$ cat config.mk
export PLATFORM = sky130hd
export DESIGN_NAME = interrupt_accept_sequencer
export DESIGN_NICKNAME = d
export VERILOG_FILES = /design/src/rtl/interrupt_accept_sequencer.sv
export SDC_FILE = /design/constraint.sdc
export NUM_CORES = 1
export LEC_CHECK = 0
export ABC_AREA = 0
export BUFFER_PORTS_ARGS = -buffer_cell sky130_fd_sc_hd__buf_2
export CORE_MARGIN = 2
export CORE_UTILIZATION = 26
export DETAILED_ROUTE_END_ITERATION = 7
export GPL_TIMING_DRIVEN = 1
export PLACE_DENSITY = 0.47
export SLEW_MARGIN = 20
export SYNTH_ARGS = -nofsm -noshare
export SYNTH_HDL_FRONTEND = slang
export SYNTH_SLANG_ARGS = --single-unit
$ cat constraint.sdc
create_clock -name clk -period 6.3 [get_ports clk]
set_input_delay 0.63 -clock clk [delete_from_list [all_inputs] [get_ports clk]]
set_output_delay 0.63 -clock clk [all_outputs]
set_load 0.02 [all_outputs]
$ cat src/rtl/interrupt_accept_sequencer.sv
// rtl/interrupt_accept_sequencer.sv - interrupt acceptance, stacking and vector fetch sequencer
// Optional bus-ack watchdog enabled by defining INT_SEQ_WDOG_EN.
module interrupt_accept_sequencer #(
  parameter int                ADDR_W      = 24,
  parameter logic [ADDR_W-1:0] VEC_BASE    = '0,
  parameter int                VEC_SHIFT   = 2,
  parameter int                WDOG_CYCLES = 255
) (
  input  logic              clk,
  input  logic              rst_n,
  input  logic              interrupt_request,
  input  logic [7:0]        vector_number,
  input  logic              NMI_req,
  input  logic [2:0]        int_level,
  input  logic              INTM0,
  input  logic              INTM1,
  input  logic              I_bit,
  input  logic              inst_boundary,
  input  logic [23:0]       pc_in,
  input  logic [7:0]        ccr_in,
  input  logic [7:0]        exr_in,
  input  logic [ADDR_W-1:0] sp_in,
  input  logic              mem_ack,
  input  logic [15:0]       mem_rdata,
  output logic              int_ack,
  output logic [7:0]        ack_vector,
  output logic              busy,
  output logic              mem_req,
  output logic              mem_we,
  output logic [ADDR_W-1:0] mem_addr,
  output logic [15:0]       mem_wdata,
  output logic [ADDR_W-1:0] sp_out,
  output logic [23:0]       pc_out,
  output logic              load,
  output logic              I_set,
  output logic [2:0]        exr_mask_out,
  output logic              seq_error
);

  typedef enum logic [2:0] {
    S_IDLE, S_ACK, S_PUSH_EXR, S_PUSH_PCL, S_PUSH_PCH, S_FETCH_H, S_FETCH_L, S_UPDATE
  } state_t;

  localparam logic [ADDR_W-1:0] WORD_BYTES = ADDR_W'(2);
  localparam logic [7:0]        NMI_VECTOR = 8'd7;
  localparam logic [2:0]        NMI_LEVEL  = 3'd7;

  state_t            state_q, state_d;
  logic [7:0]        vec_q, vec_d;
  logic [2:0]        lvl_q, lvl_d;
  logic              mode2_q, mode2_d;
  logic [23:0]       pc_q, pc_d;
  logic [7:0]        ccr_q, ccr_d;
  logic [7:0]        exr_q, exr_d;
  logic [ADDR_W-1:0] sp_cur_q, sp_cur_d;
  logic [7:0]        vec_hi_q, vec_hi_d;
  logic              int_ack_q, int_ack_d;
  logic [7:0]        ack_vector_q, ack_vector_d;
  logic              busy_q, busy_d;
  logic              mem_req_q, mem_req_d;
  logic              mem_we_q, mem_we_d;
  logic [ADDR_W-1:0] mem_addr_q, mem_addr_d;
  logic [15:0]       mem_wdata_q, mem_wdata_d;
  logic [ADDR_W-1:0] sp_out_q, sp_out_d;
  logic [23:0]       pc_out_q, pc_out_d;
  logic              load_q, load_d;
  logic              i_set_q, i_set_d;
  logic [2:0]        exr_mask_q, exr_mask_d;

  logic              accept;
  logic              xfer_done;
  logic [ADDR_W-1:0] vec_addr;
  logic [ADDR_W-1:0] sp_next;

  // Acceptance window: NMI always wins; maskable requests need mode 0 with I clear, or mode 2.
  assign accept    = inst_boundary &
                     (NMI_req | (interrupt_request & ~INTM0 & (INTM1 | ~I_bit)));
  assign xfer_done = mem_req_q & mem_ack;
  assign vec_addr  = VEC_BASE + (ADDR_W'(vec_q) << VEC_SHIFT);
  assign sp_next   = sp_cur_q - WORD_BYTES;

`ifdef INT_SEQ_WDOG_EN
  logic [15:0] wdog_q, wdog_d;
  logic        seq_error_q, seq_error_d;
`endif

  // Next-state and next-output computation for the whole acceptance sequence.
  always_comb begin
    state_d      = state_q;
    vec_d        = vec_q;
    lvl_d        = lvl_q;
    mode2_d      = mode2_q;
    pc_d         = pc_q;
    ccr_d        = ccr_q;
    exr_d        = exr_q;
    sp_cur_d     = sp_cur_q;
    vec_hi_d     = vec_hi_q;
    int_ack_d    = 1'b0;
    ack_vector_d = ack_vector_q;
    busy_d       = busy_q;
    mem_req_d    = mem_req_q;
    mem_we_d     = mem_we_q;
    mem_addr_d   = mem_addr_q;
    mem_wdata_d  = mem_wdata_q;
    sp_out_d     = sp_out_q;
    pc_out_d     = pc_out_q;
    load_d       = 1'b0;
    i_set_d      = i_set_q;
    exr_mask_d   = exr_mask_q;
`ifdef INT_SEQ_WDOG_EN
    wdog_d       = wdog_q;
    seq_error_d  = 1'b0;
`endif

    case (state_q)
      S_IDLE: begin
        if (accept) begin
          vec_d        = NMI_req ? NMI_VECTOR : vector_number;
          lvl_d        = NMI_req ? NMI_LEVEL : int_level;
          mode2_d      = INTM1;
          pc_d         = pc_in;
          ccr_d        = ccr_in;
          exr_d        = exr_in;
          sp_cur_d     = sp_in;
          int_ack_d    = 1'b1;
          ack_vector_d = NMI_req ? NMI_VECTOR : vector_number;
          busy_d       = 1'b1;
          state_d      = S_ACK;
        end
      end

      S_ACK: begin
        // First push; EXR goes first in mode 2, otherwise PC low word.
        mem_req_d  = 1'b1;
        mem_we_d   = 1'b1;
        mem_addr_d = sp_next;
        sp_cur_d   = sp_next;
        if (mode2_q) begin
          mem_wdata_d = {8'h00, exr_q};
          state_d     = S_PUSH_EXR;
        end else begin
          mem_wdata_d = pc_q[15:0];
          state_d     = S_PUSH_PCL;
        end
      end

      S_PUSH_EXR: begin
        if (xfer_done) begin
          mem_addr_d  = sp_next;
          sp_cur_d    = sp_next;
          mem_wdata_d = pc_q[15:0];
          state_d     = S_PUSH_PCL;
        end
      end

      S_PUSH_PCL: begin
        if (xfer_done) begin
          mem_addr_d  = sp_next;
          sp_cur_d    = sp_next;
          mem_wdata_d = {ccr_q, pc_q[23:16]};
          state_d     = S_PUSH_PCH;
        end
      end

      S_PUSH_PCH: begin
        if (xfer_done) begin
          mem_we_d    = 1'b0;
          mem_addr_d  = vec_addr;
          mem_wdata_d = 16'h0000;
          state_d     = S_FETCH_H;
        end
      end

      S_FETCH_H: begin
        if (xfer_done) begin
          // Only the low byte of the high vector word forms PC[23:16].
          vec_hi_d   = mem_rdata[7:0];
          mem_addr_d = vec_addr + WORD_BYTES;
          state_d    = S_FETCH_L;
        end
      end

      S_FETCH_L: begin
        if (xfer_done) begin
          mem_req_d  = 1'b0;
          pc_out_d   = {vec_hi_q, mem_rdata};
          sp_out_d   = sp_cur_q;
          load_d     = 1'b1;
          i_set_d    = ~mode2_q;
          exr_mask_d = mode2_q ? lvl_q : exr_q[2:0];
          state_d    = S_UPDATE;
        end
      end

      S_UPDATE: begin
        busy_d  = 1'b0;
        i_set_d = 1'b0;
        state_d = S_IDLE;
      end

      default: begin
        state_d   = S_IDLE;
        busy_d    = 1'b0;
        mem_req_d = 1'b0;
        mem_we_d  = 1'b0;
      end
    endcase

`ifdef INT_SEQ_WDOG_EN
    // Each transfer gets WDOG_CYCLES unacknowledged cycles before the sequence is abandoned.
    if (mem_req_q) begin
      if (mem_ack) begin
        wdog_d = '0;
      end else if (wdog_q == 16'(WDOG_CYCLES - 1)) begin
        wdog_d      = '0;
        state_d     = S_IDLE;
        busy_d      = 1'b0;
        mem_req_d   = 1'b0;
        mem_we_d    = 1'b0;
        load_d      = 1'b0;
        i_set_d     = 1'b0;
        seq_error_d = 1'b1;
      end else begin
        wdog_d = wdog_q + 16'd1;
      end
    end else begin
      wdog_d = '0;
    end
`endif
  end

  // State and registered outputs; reset abandons any partially stacked frame.
  always_ff @(posedge clk) begin
    if (!rst_n) begin
      state_q      <= S_IDLE;
      vec_q        <= '0;
      lvl_q        <= '0;
      mode2_q      <= 1'b0;
      pc_q         <= '0;
      ccr_q        <= '0;
      exr_q        <= '0;
      sp_cur_q     <= '0;
      vec_hi_q     <= '0;
      int_ack_q    <= 1'b0;
      ack_vector_q <= '0;
      busy_q       <= 1'b0;
      mem_req_q    <= 1'b0;
      mem_we_q     <= 1'b0;
      mem_addr_q   <= '0;
      mem_wdata_q  <= '0;
      sp_out_q     <= '0;
      pc_out_q     <= '0;
      load_q       <= 1'b0;
      i_set_q      <= 1'b0;
      exr_mask_q   <= '0;
`ifdef INT_SEQ_WDOG_EN
      wdog_q       <= '0;
      seq_error_q  <= 1'b0;
`endif
    end else begin
      state_q      <= state_d;
      vec_q        <= vec_d;
      lvl_q        <= lvl_d;
      mode2_q      <= mode2_d;
      pc_q         <= pc_d;
      ccr_q        <= ccr_d;
      exr_q        <= exr_d;
      sp_cur_q     <= sp_cur_d;
      vec_hi_q     <= vec_hi_d;
      int_ack_q    <= int_ack_d;
      ack_vector_q <= ack_vector_d;
      busy_q       <= busy_d;
      mem_req_q    <= mem_req_d;
      mem_we_q     <= mem_we_d;
      mem_addr_q   <= mem_addr_d;
      mem_wdata_q  <= mem_wdata_d;
      sp_out_q     <= sp_out_d;
      pc_out_q     <= pc_out_d;
      load_q       <= load_d;
      i_set_q      <= i_set_d;
      exr_mask_q   <= exr_mask_d;
`ifdef INT_SEQ_WDOG_EN
      wdog_q       <= wdog_d;
      seq_error_q  <= seq_error_d;
`endif
    end
  end

  assign int_ack      = int_ack_q;
  assign ack_vector   = ack_vector_q;
  assign busy         = busy_q;
  assign mem_req      = mem_req_q;
  assign mem_we       = mem_we_q;
  assign mem_addr     = mem_addr_q;
  assign mem_wdata    = mem_wdata_q;
  assign sp_out       = sp_out_q;
  assign pc_out       = pc_out_q;
  assign load         = load_q;
  assign I_set        = i_set_q;
  assign exr_mask_out = exr_mask_q;

`ifdef INT_SEQ_WDOG_EN
  assign seq_error = seq_error_q;
`else
  // No watchdog: the error pulse can never occur (expression is constant 0).
  assign seq_error = (WDOG_CYCLES < 0);
`endif

endmodule
==> run summary, run 1 <==
CP Class: flop to flop
Slew Limit Fails: 0
Layout cells sized above 1: 0.2465
Fin util: 0.3248
Worst path most repeated cell: a221oi_1
Hold Vio Cnt, Final: 0
Syn-to-layout area delta: 23.58%
Nets: 1232
Avg Vias per Cell: 4.719
Hold path cells: 3
CTS H-tree depth: 4
CP Launch Type: flop
Final min period: 2767 ps
Clk sinks: 184
Register-to-register setup slack: 3530 ps
Post-Syn Area per Cell: 8.174 um2
Seq/Total Area, Yosys: 0.4594
Tightest Pin Transition: 1040 ps
Top cell type by total area after synthesis: dfxtp_1
Total grt overflow: 0
Post-Layout Cell Count: 1541
Tot GR Track Use: 0.1620
DRT Wirelength: 26.34 mm
Critical path endpoint category: flop
Via count: 7272
First-pass GRT wire length: 40.94 mm
Max Cap Viol: 0
FF+latch count, synth: 184
Crit-path leading delay family: compound AO/OA/AOI/OAI gates
Final worst path period share: 0.4392
Setup Buffers After CTS: 0
Top FF cell, synth: dfxtp_1
Max stage delay on crit path: 960 ps
Top cells by area, synth: dfxtp_1 46%, nand2_1 11%, a21oi_1 5.7%, a21boi_0 4.5%, clkbuf_1 3.4%
Fmax: 361.4 MHz
Drt pass-1 iters: 4
Total die area: 32260 um2
Largest net degree at the start of global routing: 80
Synth Cell Area: 8019 um2
Slew headroom: 0.3067
Hold_ws: 430.8 ps
Dpl hpwl: 18.44 mm
HP Start: mem_rdata[8]
Die height: 179.6 um
Total CTS buffers: 17
Std cell rows: 64
Setup_tns: 0 ps
Critical Path RT: 6650 ps
Worst Hold Class: primary input to flop
R2R cell count: 4
Fill cells: 3323
Final setup vio count: 0
Share of the synthesized area in the top cell type: 0.4594
Reg clk slew, reported paths: 70 ps
Startpoint of the worst register-to-register path: state_q[1]$_SDFFE_PN0P_
Most common cell after layout, fill and taps aside: nand2_1
Placed insts: 1508
I/O pin count: 206
Final worst setup slack: 3533 ps
Outcome: finished clean
Avg WL per Cell: 17.09 um
Tot Pwr: 3.084 mW
CP Cell Sequence: nand2b_1 > a221oi_1 > a221oi_1 > nor3b_1
Initial antenna violation count: 2
Critical-path top delay cell: a221oi_1
Worst skew pair latency: 430 ps
Worst Skew: 13.84 ps
Hold endpoint: pc_out[8]$_SDFFE_PN0P_
Final instance area: 9910 um2
Mapped Cells: 981
Final Wtd Congestion: 0.8041
Distinct cells, synth: 62
Vias in the first global route: 6924
Async set-or-reset flop fraction in the synthesized netlist: 0
Most frequent cells in the layout: 241 x nand2_1, 203 x buf_2, 184 x dfxtp_1
Syn Nets: 1082
Pre-CTS setup slack: 3554 ps
RSZ-0062 raised after global routing: no
Final antenna-violating net count: 0
EDFF count, synth: 0
CTS root buf: clkbuf_16
Die width: 179.6 um
CTS tree: done
Buf+Inv Stages, Crit Path: 0
Ys Warns: 0
Crit-path max FO: 28
P_leak: 3.961 nW
Worst EP arrival: 3120 ps
Placement Cell Area: 9300 um2
Initial drt markers: 378
Number of remaining DRC errors: 0
Power Density: 311.2 nW/um2
Port Buffers: 204
Initial Util: 0.2628
Reg-to-reg endpoint: mem_wdata[15]$_SDFFE_PN0P_
VDD IR max: 0.0001884 V
Hold buffers post-CTS: 0
Clock Tree Buf Depth: 2
Core Region: 30510 um2
CTS resizes: 0
-- layer usage --
layer	global-route usage	vias to the layer above	wire, um
met5	0	-	0
met4	0.04065	0	244
met3	0.03768	14	1397
met2	0.2455	183	11740
met1	0.2313	3388	12960
li1	-	3687	-
-- flip-flops by register name, summed over array words and instances, names as in the netlist --
name	count
state_q	3
vec_hi_q	8
mode2_q	1
mem_we	1
mem_addr	24
ack_vector	8
lvl_q	3
pc_out	24
load	1
I_set	1
mem_wdata	16
sp_cur_q	24
ccr_q	8
int_ack	1
sp_out	24
exr_q	8
pc_q	24
mem_req	1
busy	1
exr_mask_out	3
-- area by class of cell --
| cell class | instances | area (um2) | share of cell area |
|---|---|---|---|
| Sequential cell | 184 | 3684 | 0.3717 |
| Multi-Input combinational cell | 706 | 3981 | 0.4018 |
| Clock buffer | 17 | 425.4 | 0.04293 |
| Tap cell | 396 | 495.5 | 0.05000 |
| Inverter | 5 | 18.77 | 0.001894 |
| Clock inverter | 15 | 181.4 | 0.01831 |
| Antenna cell | 1 | 2.502 | 0.0002525 |
| Timing Repair Buffer | 217 | 1121 | 0.1131 |
-- synth_stat cells, types with 4 or more instances --
| library cell | n |
|---|---|
| nand3b_1 | 6 |
| nand4_1 | 5 |
| xor2_1 | 8 |
| a32o_1 | 5 |
| o21ai_0 | 31 |
| buf_1 | 8 |
| mux2_2 | 17 |
| a21oi_1 | 91 |
| nor2_1 | 47 |
| nand2b_1 | 9 |
| a31oi_1 | 4 |
| clkbuf_1 | 72 |
| nand2_1 | 241 |
| dfxtp_1 | 184 |
| a221oi_1 | 9 |
| nor4_1 | 5 |
| xnor2_1 | 8 |
| or3_1 | 6 |
| a21o_1 | 7 |
| a21boi_0 | 48 |
| nor2b_1 | 15 |
| o211ai_1 | 6 |
| nor3_1 | 23 |
| nor3b_1 | 10 |
| mux2i_1 | 14 |
| o2bb2ai_1 | 11 |
| nand3_1 | 20 |
| o31ai_1 | 5 |
| inv_1 | 4 |
| o221ai_1 | 10 |
-- report_power, final --
group / total (mW) / internal (mW) / switching [mW]
sequential: 1.33 / 1.24 / 0.0908
clock: 1.12 / 0.603 / 0.517
combinational: 0.636 / 0.229 / 0.407
-- worst register-to-register path: stages (launching register included) --
cell and delay (ps):
dfxtp_1 910, nand2b_1 440, a221oi_1 960, a221oi_1 170
nor3b_1 210
-- worst max path at each step --
stage                             start                         end  slack [ps]  depth (start not counted)
2_1_floorplan  sp_cur_q[8]$_SDFFE_PN0P_   sp_cur_q[20]$_SDFFE_PN0P_        4110                          6
3_5_place_dp    state_q[1]$_SDFFE_PN0P_  mem_wdata[15]$_SDFFE_PN0P_        3550                          4
3_3_place_gp                    mem_ack   sp_cur_q[16]$_SDFFE_PN0P_        3600                          7
6_report        state_q[1]$_SDFFE_PN0P_  mem_wdata[15]$_SDFFE_PN0P_        3530                          4
4_1_cts         state_q[1]$_SDFFE_PN0P_  mem_wdata[15]$_SDFFE_PN0P_        3540                          4
5_1_grt         state_q[1]$_SDFFE_PN0P_   mem_wdata[8]$_SDFFE_PN0P_        3160                          4
-- kinds of logic (layout without fill, tap and decap cells) --
family / after synthesis / count (layout) / share of synthesized area
adder cells (fa/ha/maj): 1 / 1 / 0.001560
AO/OA/AOI/OAI: 254 / 254 / 0.2083
buffers and inverters: 91 / 254 / 0.04603
XOR/XNOR: 16 / 16 / 0.01748
multiplexers: 31 / 31 / 0.04135
AND/OR/NAND/NOR: 403 / 403 / 0.2255
flip-flops: 184 / 184 / 0.4594
other: 1 / 2 / 0.0004676
Power figures use the tool's default switching activity.
==> run 2: changes to the inputs <==
--- a/config.mk
+++ b/config.mk
@@ -11,7 +11,7 @@
 export CORE_UTILIZATION = 26
 export DETAILED_ROUTE_END_ITERATION = 7
 export GPL_TIMING_DRIVEN = 1
-export PLACE_DENSITY = 0.47
+export PLACE_DENSITY = 0.49
 export SLEW_MARGIN = 20
 export SYNTH_ARGS = -nofsm -noshare
 export SYNTH_HDL_FRONTEND = slang
==> constraint.sdc (replaced) <==
create_clock -name clk -period 2.5 [get_ports clk]
set_input_delay 0.25 -clock clk [delete_from_list [all_inputs] [get_ports clk]]
set_output_delay 0.25 -clock clk [all_outputs]
set_load 0.02 [all_outputs]
==> run 2 against run 1 <==
  * Fmax rose by 19%
  * Global-route usage increased by 0.43 points
  * Die area did not move
  * Final cell count grew 2.3%
  * Critical endpoint is now sp_cur_q[20]$_SDFFE_PN0P_
  * Highest routed layer is now met5
==> run summary, run 2 (synthesis gave the netlist of run 1 again) <==
RSZ-0062 raised after global routing: no (unchanged)
Fmax: 431.1 MHz (was 361.4 MHz)
Worst Hold Class: primary input to flop (unchanged)
Power Density: 793.6 nW/um2 (was 311.2 nW/um2)
Max Cap Viol: 0 (unchanged)
Clk sinks: 184 (unchanged)
CTS H-tree depth: 4 (unchanged)
CTS root buf: clkbuf_16 (unchanged)
Tightest Pin Transition: 790.4 ps (was 1040 ps)
Setup_tns: 0 ps (unchanged)
Fill cells: 3276 (was 3323)
Slew Limit Fails: 0 (unchanged)
Final Wtd Congestion: 0.8406 (was 0.8041)
Clock Tree Buf Depth: 2 (unchanged)
Worst skew pair latency: 450 ps (was 430 ps)
Dpl hpwl: 19.29 mm (was 18.44 mm)
Final worst setup slack: 180.1 ps (was 3533 ps)
Total CTS buffers: 17 (unchanged)
Slew headroom: 0.4728 (was 0.3067)
CP Class: flop to flop (unchanged)
Reg clk slew, reported paths: 80 ps (was 70 ps)
DRT Wirelength: 27.30 mm (was 26.34 mm)
Largest net degree at the start of global routing: 61 (was 80)
Outcome: finished clean (unchanged)
Final min period: 2320 ps (was 2767 ps)
Final setup vio count: 0 (unchanged)
Port Buffers: 204 (unchanged)
Die height: 179.6 um (unchanged)
Tot GR Track Use: 0.1663 (was 0.1620)
Avg WL per Cell: 17.32 um (was 17.09 um)
Avg Vias per Cell: 4.794 (was 4.719)
Die width: 179.6 um (unchanged)
Critical Path RT: 2840 ps (was 6650 ps)
Final antenna-violating net count: 0 (unchanged)
First-pass GRT wire length: 41.76 mm (was 40.94 mm)
Total grt overflow: 0 (unchanged)
Seq. cell area: 3684 um2 (unchanged)
Syn-to-layout area delta: 27.73% (was 23.58%)
Initial Util: 0.2628 (unchanged)
Pre-CTS setup slack: 229.9 ps (was 3554 ps)
Via count: 7556 (was 7272)
I/O pin count: 206 (unchanged)
Startpoint of the worst register-to-register path: sp_cur_q[9]$_SDFFE_PN0P_ (was state_q[1]$_SDFFE_PN0P_)
Initial antenna violation count: 2 (unchanged)
Crit-path max FO: 8 (was 28)
Worst Skew: 13.51 ps (was 13.84 ps)
Initial drt markers: 484 (was 378)
Number of remaining DRC errors: 0 (unchanged)
VDD IR max: 0.0005003 V (was 0.0001884 V)
Drt pass-1 iters: 4 (unchanged)
Most common cell after layout, fill and taps aside: nand2_1 (unchanged)
Reg-to-reg endpoint: sp_cur_q[20]$_SDFFE_PN0P_ (was mem_wdata[15]$_SDFFE_PN0P_)
CTS tree: done (unchanged)
Layout cells sized above 1: 0.2672 (was 0.2465)
CP Launch Point: sp_cur_q[9]$_SDFFE_PN0P_ (was state_q[1]$_SDFFE_PN0P_)
Setup Buffers After CTS: 0 (unchanged)
R2R cell count: 5 (was 4)
P_leak: 4.161 nW (was 3.961 nW)
Critical path endpoint category: flop (unchanged)
Total die area: 32260 um2 (unchanged)
Register-to-register setup slack: 180 ps (was 3530 ps)
Most frequent cells in the layout: 241 x nand2_1, 203 x buf_2, 184 x dfxtp_1 (unchanged)
Setup crit end: sp_cur_q[20]$_SDFFE_PN0P_ (was mem_wdata[15]$_SDFFE_PN0P_)
CP Launch Type: flop (unchanged)
Vias in the first global route: 7085 (was 6924)
Std cell rows: 64 (unchanged)
Final worst path period share: 0.9280 (was 0.4392)
Nets: 1267 (was 1232)
Core Region: 30510 um2 (unchanged)
Worst EP arrival: 2660 ps (was 3120 ps)
Hold Vio Cnt, Final: 0 (unchanged)
Multi-input logic area: 3981 um2 (unchanged)
-- run 2: worst min path at each step --
stage | startpoint | endpoint | slack, ps | cells past startpoint
CTS | pc_in[5] | pc_q[5]$_SDFFE_PN0P_ | 4 | 3
finish | pc_in[5] | pc_q[5]$_SDFFE_PN0P_ | 30 | 3
global route | pc_in[10] | pc_q[10]$_SDFFE_PN0P_ | 30 | 3
global placement | vec_hi_q[4]$_SDFFE_PN0P_ | pc_out[20]$_SDFFE_PN0P_ | 430 | 2
detailed placement | vec_hi_q[2]$_SDFFE_PN0P_ | pc_out[18]$_SDFFE_PN0P_ | 440 | 2
floorplan | pc_in[16] | pc_q[16]$_SDFFE_PN0P_ | 390 | 2
-- run 2: area by class of cell --
class                   count  share of cell area
diodes                      1           0.0002443
multi-input cells         706              0.3887
inverters                   5            0.001832
clock inverters            14             0.02052
flip-flops and latches    184              0.3596
well taps                 396             0.04838
clock buffers              18             0.04190
repair buffers            252              0.1388
-- run 2: worst max-delay path, stage by stage, from the launching register on --
cell and delay, ps:
dfxtp_1 400, or4_4 580, or4_4 560, nor4_4 200
o21ai_0 180, a32o_1 290
-- run 2: what timing repair did --
item                                   in CTS  in global routing
endpoints found under the hold margin       1                  0
hold buffers                                1                  0
gates resized for setup                     0                  0
-- run 2: power by group --
| group | internal, mW | switching [mW] |
|---|---|---|
| clock network | 1.71 | 1.31 |
| registers | 3.12 | 0.197 |
| logic | 0.701 | 1.10 |
-- run 2: metal layers --
metal  routed length, um  part of all wire  GRT usage
met4                 406             0.015    0.05268
met5                  11           0.00040          0
met2               11950              0.44     0.2509
met3                1744             0.064    0.04477
met1               13190              0.48     0.2304
-- run 2: metrics by stage --
step	cells	power (mW)	hold WS (ps)	cell area (um2)	util
3_3_place_gp	1541	5.171	434.9	9585	0.3142
4_1_cts	1574	8.220	3.684	10230	0.3355
6_report	1576	8.128	34.47	10240	0.3357
2_1_floorplan	981	4.443	386.0	8019	-
3_5_place_dp	1541	5.171	443.8	9585	0.3142
5_1_grt	1575	8.526	25.25	10240	0.3356
==> run 3: changes to the inputs <==
--- a/config.mk
+++ b/config.mk
@@ -7,12 +7,11 @@
 export LEC_CHECK = 0
 export ABC_AREA = 0
 export BUFFER_PORTS_ARGS = -buffer_cell sky130_fd_sc_hd__buf_2
-export CORE_MARGIN = 2
 export CORE_UTILIZATION = 26
 export DETAILED_ROUTE_END_ITERATION = 7
-export GPL_TIMING_DRIVEN = 1
+export GPL_TIMING_DRIVEN = 0
 export PLACE_DENSITY = 0.49
-export SLEW_MARGIN = 20
+export SLEW_MARGIN = 40
 export SYNTH_ARGS = -nofsm -noshare
 export SYNTH_HDL_FRONTEND = slang
 export SYNTH_SLANG_ARGS = --single-unit
==> run 3 against run 2 <==
  * Setup slack lost 67 ps
  * Wire length rose by 9.0%
  * Sequential share of layout area grew 0.15 points
  * Die area down 2.2%
  * Final cell count grew 1.8%
  * Core utilization is 0.48 points higher
  * Sequential power down 1%
  * Combinational power up 3%
  * Clock skew grew 4.2 ps
  * Global-route usage rose by 2.3 points
  * Sequential cell count is the same
  * Power shrank 2.7%
  * Largest cell class unchanged
  * Critical endpoint unchanged
  * Highest routed layer is now met4
==> run summary, run 3 (synthesis gave the netlist of run 1 again) <==
Worst Skew: 17.71 ps (was 13.51 ps)
Vias in the first global route: 7371 (was 7085)
Nets: 1302 (was 1267)
I/O pin count: 206 (unchanged)
Tot GR Track Use: 0.1894 (was 0.1663)
Fmax: 418.9 MHz (was 431.1 MHz)
RSZ-0062 raised after global routing: yes (was no)
HP Start: pc_in[3] (was pc_in[5])
Outcome: finished clean (unchanged)
Slew headroom: 0.4413 (was 0.4728)
Number of remaining DRC errors: 0 (unchanged)
P_leak: 4.091 nW (was 4.161 nW)
Clock Tree Buf Depth: 2 (unchanged)
Slew Limit Fails: 0 (unchanged)
Critical Path RT: 2820 ps (was 2840 ps)
Startpoint of the worst register-to-register path: sp_cur_q[8]$_SDFFE_PN0P_ (was sp_cur_q[9]$_SDFFE_PN0P_)
Crit-path max FO: 9 (was 8)
Avg WL per Cell: 18.55 um (was 17.32 um)
Final min period: 2387 ps (was 2320 ps)
Initial antenna violation count: 0 (was 2)
Worst Hold Class: primary input to flop (unchanged)
Most frequent cells in the layout: 241 x nand2_1, 208 x buf_2, 184 x dfxtp_1 (was 241 x nand2_1, 203 x buf_2, 184 x dfxtp_1)
Worst path most repeated cell: or4_4 (unchanged)
Tot Pwr: 7.909 mW (was 8.128 mW)
Critical path endpoint category: flop (unchanged)
Tightest Pin Transition: 834.9 ps (was 790.4 ps)
Layout cells sized above 1: 0.2455 (was 0.2672)
Setup Buffers After CTS: 0 (unchanged)
Final worst setup slack: 112.8 ps (was 180.1 ps)
CP Launch Type: flop (unchanged)
Dpl hpwl: 22.37 mm (was 19.29 mm)
Crit-path leading delay family: simple AND/OR/NAND/NOR gates (unchanged)
Initial drt markers: 522 (was 484)
Worst skew pair latency: 450 ps (about the same)
First-pass GRT wire length: 44.62 mm (was 41.76 mm)
Initial Util: 0.2677 (was 0.2628)
CP Cell Sequence: buf_4 > or4_4 > or4_4 > nor4_4 > o21ai_1 > a32o_1 (was or4_4 > or4_4 > nor4_4 > o21ai_0 > a32o_1)
Std cell rows: 63 (was 64)
CTS resizes: 11 (was 0)
CTS tree: done (unchanged)
Most common cell after layout, fill and taps aside: nand2_1 (unchanged)
Max Cap Viol: 0 (unchanged)
Die width: 177.6 um (was 179.6 um)
Reg clk slew, reported paths: 90 ps (was 80 ps)
Hold path cells: 3 (unchanged)
R2R cell count: 6 (was 5)
VDD IR max: 0.0004719 V (was 0.0005003 V)
Via count: 7722 (was 7556)
Final setup vio count: 0 (unchanged)
CP Class: flop to flop (unchanged)
Register-to-register setup slack: 110 ps (was 180 ps)
Total grt overflow: 0 (unchanged)
Syn-to-layout area delta: 27.20% (was 27.73%)
Worst EP arrival: 2710 ps (was 2660 ps)
Final Wtd Congestion: 0.8633 (was 0.8406)
Die height: 177.6 um (was 179.6 um)
Clk sinks: 184 (unchanged)
Power Density: 775.4 nW/um2 (was 793.6 nW/um2)
Max stage delay on crit path: 590 ps (was 580 ps)
Core Region: 29950 um2 (was 30510 um2)
Final worst path period share: 0.9549 (was 0.9280)
Hold Vio Cnt, Final: 0 (unchanged)
CTS root buf: clkbuf_16 (unchanged)
Avg Vias per Cell: 4.814 (was 4.794)
Critical-path top delay cell: or4_4 (unchanged)
Drt pass-1 iters: 5 (was 4)
N_diodes: 0 (was 1)
Pre-CTS setup slack: -436.1 ps (was 229.9 ps)
Hold_ws: 34.76 ps (was 34.47 ps)
Total CTS buffers: 17 (unchanged)
Port Buffers: 203 (was 204)
Reg-to-reg endpoint: sp_cur_q[20]$_SDFFE_PN0P_ (unchanged)
Total die area: 31550 um2 (was 32260 um2)
WP depth: 6 (was 5)
DRT Wirelength: 29.76 mm (was 27.30 mm)
Hold endpoint: pc_q[3]$_SDFFE_PN0P_ (was pc_q[5]$_SDFFE_PN0P_)
Hold buffers post-CTS: 0 (was 1)
Largest net degree at the start of global routing: 18 (was 61)
Final antenna-violating net count: 0 (unchanged)
CTS H-tree depth: 4 (unchanged)
Buf+Inv Stages, Crit Path: 1 (was 0)
-- run 3: cell count changes in the layout (fill, tap and decap cells not counted), sizes merged --
cell	before	now
buf	250	217
bufinv	4	1
clkbuf	19	90
clkinvlp	2	0
dlygate4sd3	1	0
diode	1	0
inv	11	14
-- run 3: worst max path at each step --
stage,startpoint,endpoint
floorplan,sp_cur_q[8]$_SDFFE_PN0P_,sp_cur_q[20]$_SDFFE_PN0P_
global placement,state_q[2]$_SDFFE_PN0P_,sp_out[16]$_SDFFE_PN0P_
detailed placement,state_q[2]$_SDFFE_PN0P_,sp_out[16]$_SDFFE_PN0P_
CTS,state_q[1]$_SDFFE_PN0P_,exr_q[0]$_SDFFE_PN0P_
global route,mem_req$_SDFFE_PN0P_,sp_cur_q[20]$_SDFFE_PN0P_
finish,sp_cur_q[8]$_SDFFE_PN0P_,sp_cur_q[20]$_SDFFE_PN0P_
-- run 3: metal layers --
layer  GRT usage  up-vias  part of all wire
met5           0        -                 0
met4     0.07514        0             0.027
met3     0.03749       38             0.066
met2      0.2843      282              0.44
met1      0.2638     3569              0.47
li1            -     3833                 -
-- run 3: worst register-to-register path: stages, from the launching register on --
cell and delay, ps:
dfxtp_1 300, buf_4 160, or4_4 590, or4_4 570, nor4_4 190, o21ai_1 170
a32o_1 300
-- run 3: cell type report --
cell class                      instances  area (um2)
Fill cell                            3246       19750
Tap cell                              390       488.0
Clock inverter                         12       127.6
Buffer                                 84       367.9
Inverter                                5       18.77
Clock buffer                           20       456.7
Sequential cell                       184        3684
Timing Repair Buffer                  203        1016
Multi-Input combinational cell        706        4041
-- run 3: through the flow --
step / util / setup TNS [ps] / area [um2] / cells
after global routing: 0.3405 / -2.951 / 10200 / 1604
after global placement: 0.3179 / -13850 / 9523 / 1574
after CTS: 0.3385 / 0 / 10140 / 1606
after floorplan: - / 0 / 8019 / 981
after detailed placement: 0.3184 / -11860 / 9537 / 1574
final: 0.3405 / 0 / 10200 / 1604
-- run 3: power by group --
part | switching (mW) | total (mW) | internal, mW
Clock | 1.33 | 2.80 | 1.47
Sequential | 0.151 | 3.27 | 3.12
Combinational | 1.21 | 1.85 | 0.642
Total | 2.68 | 7.91 | 5.23
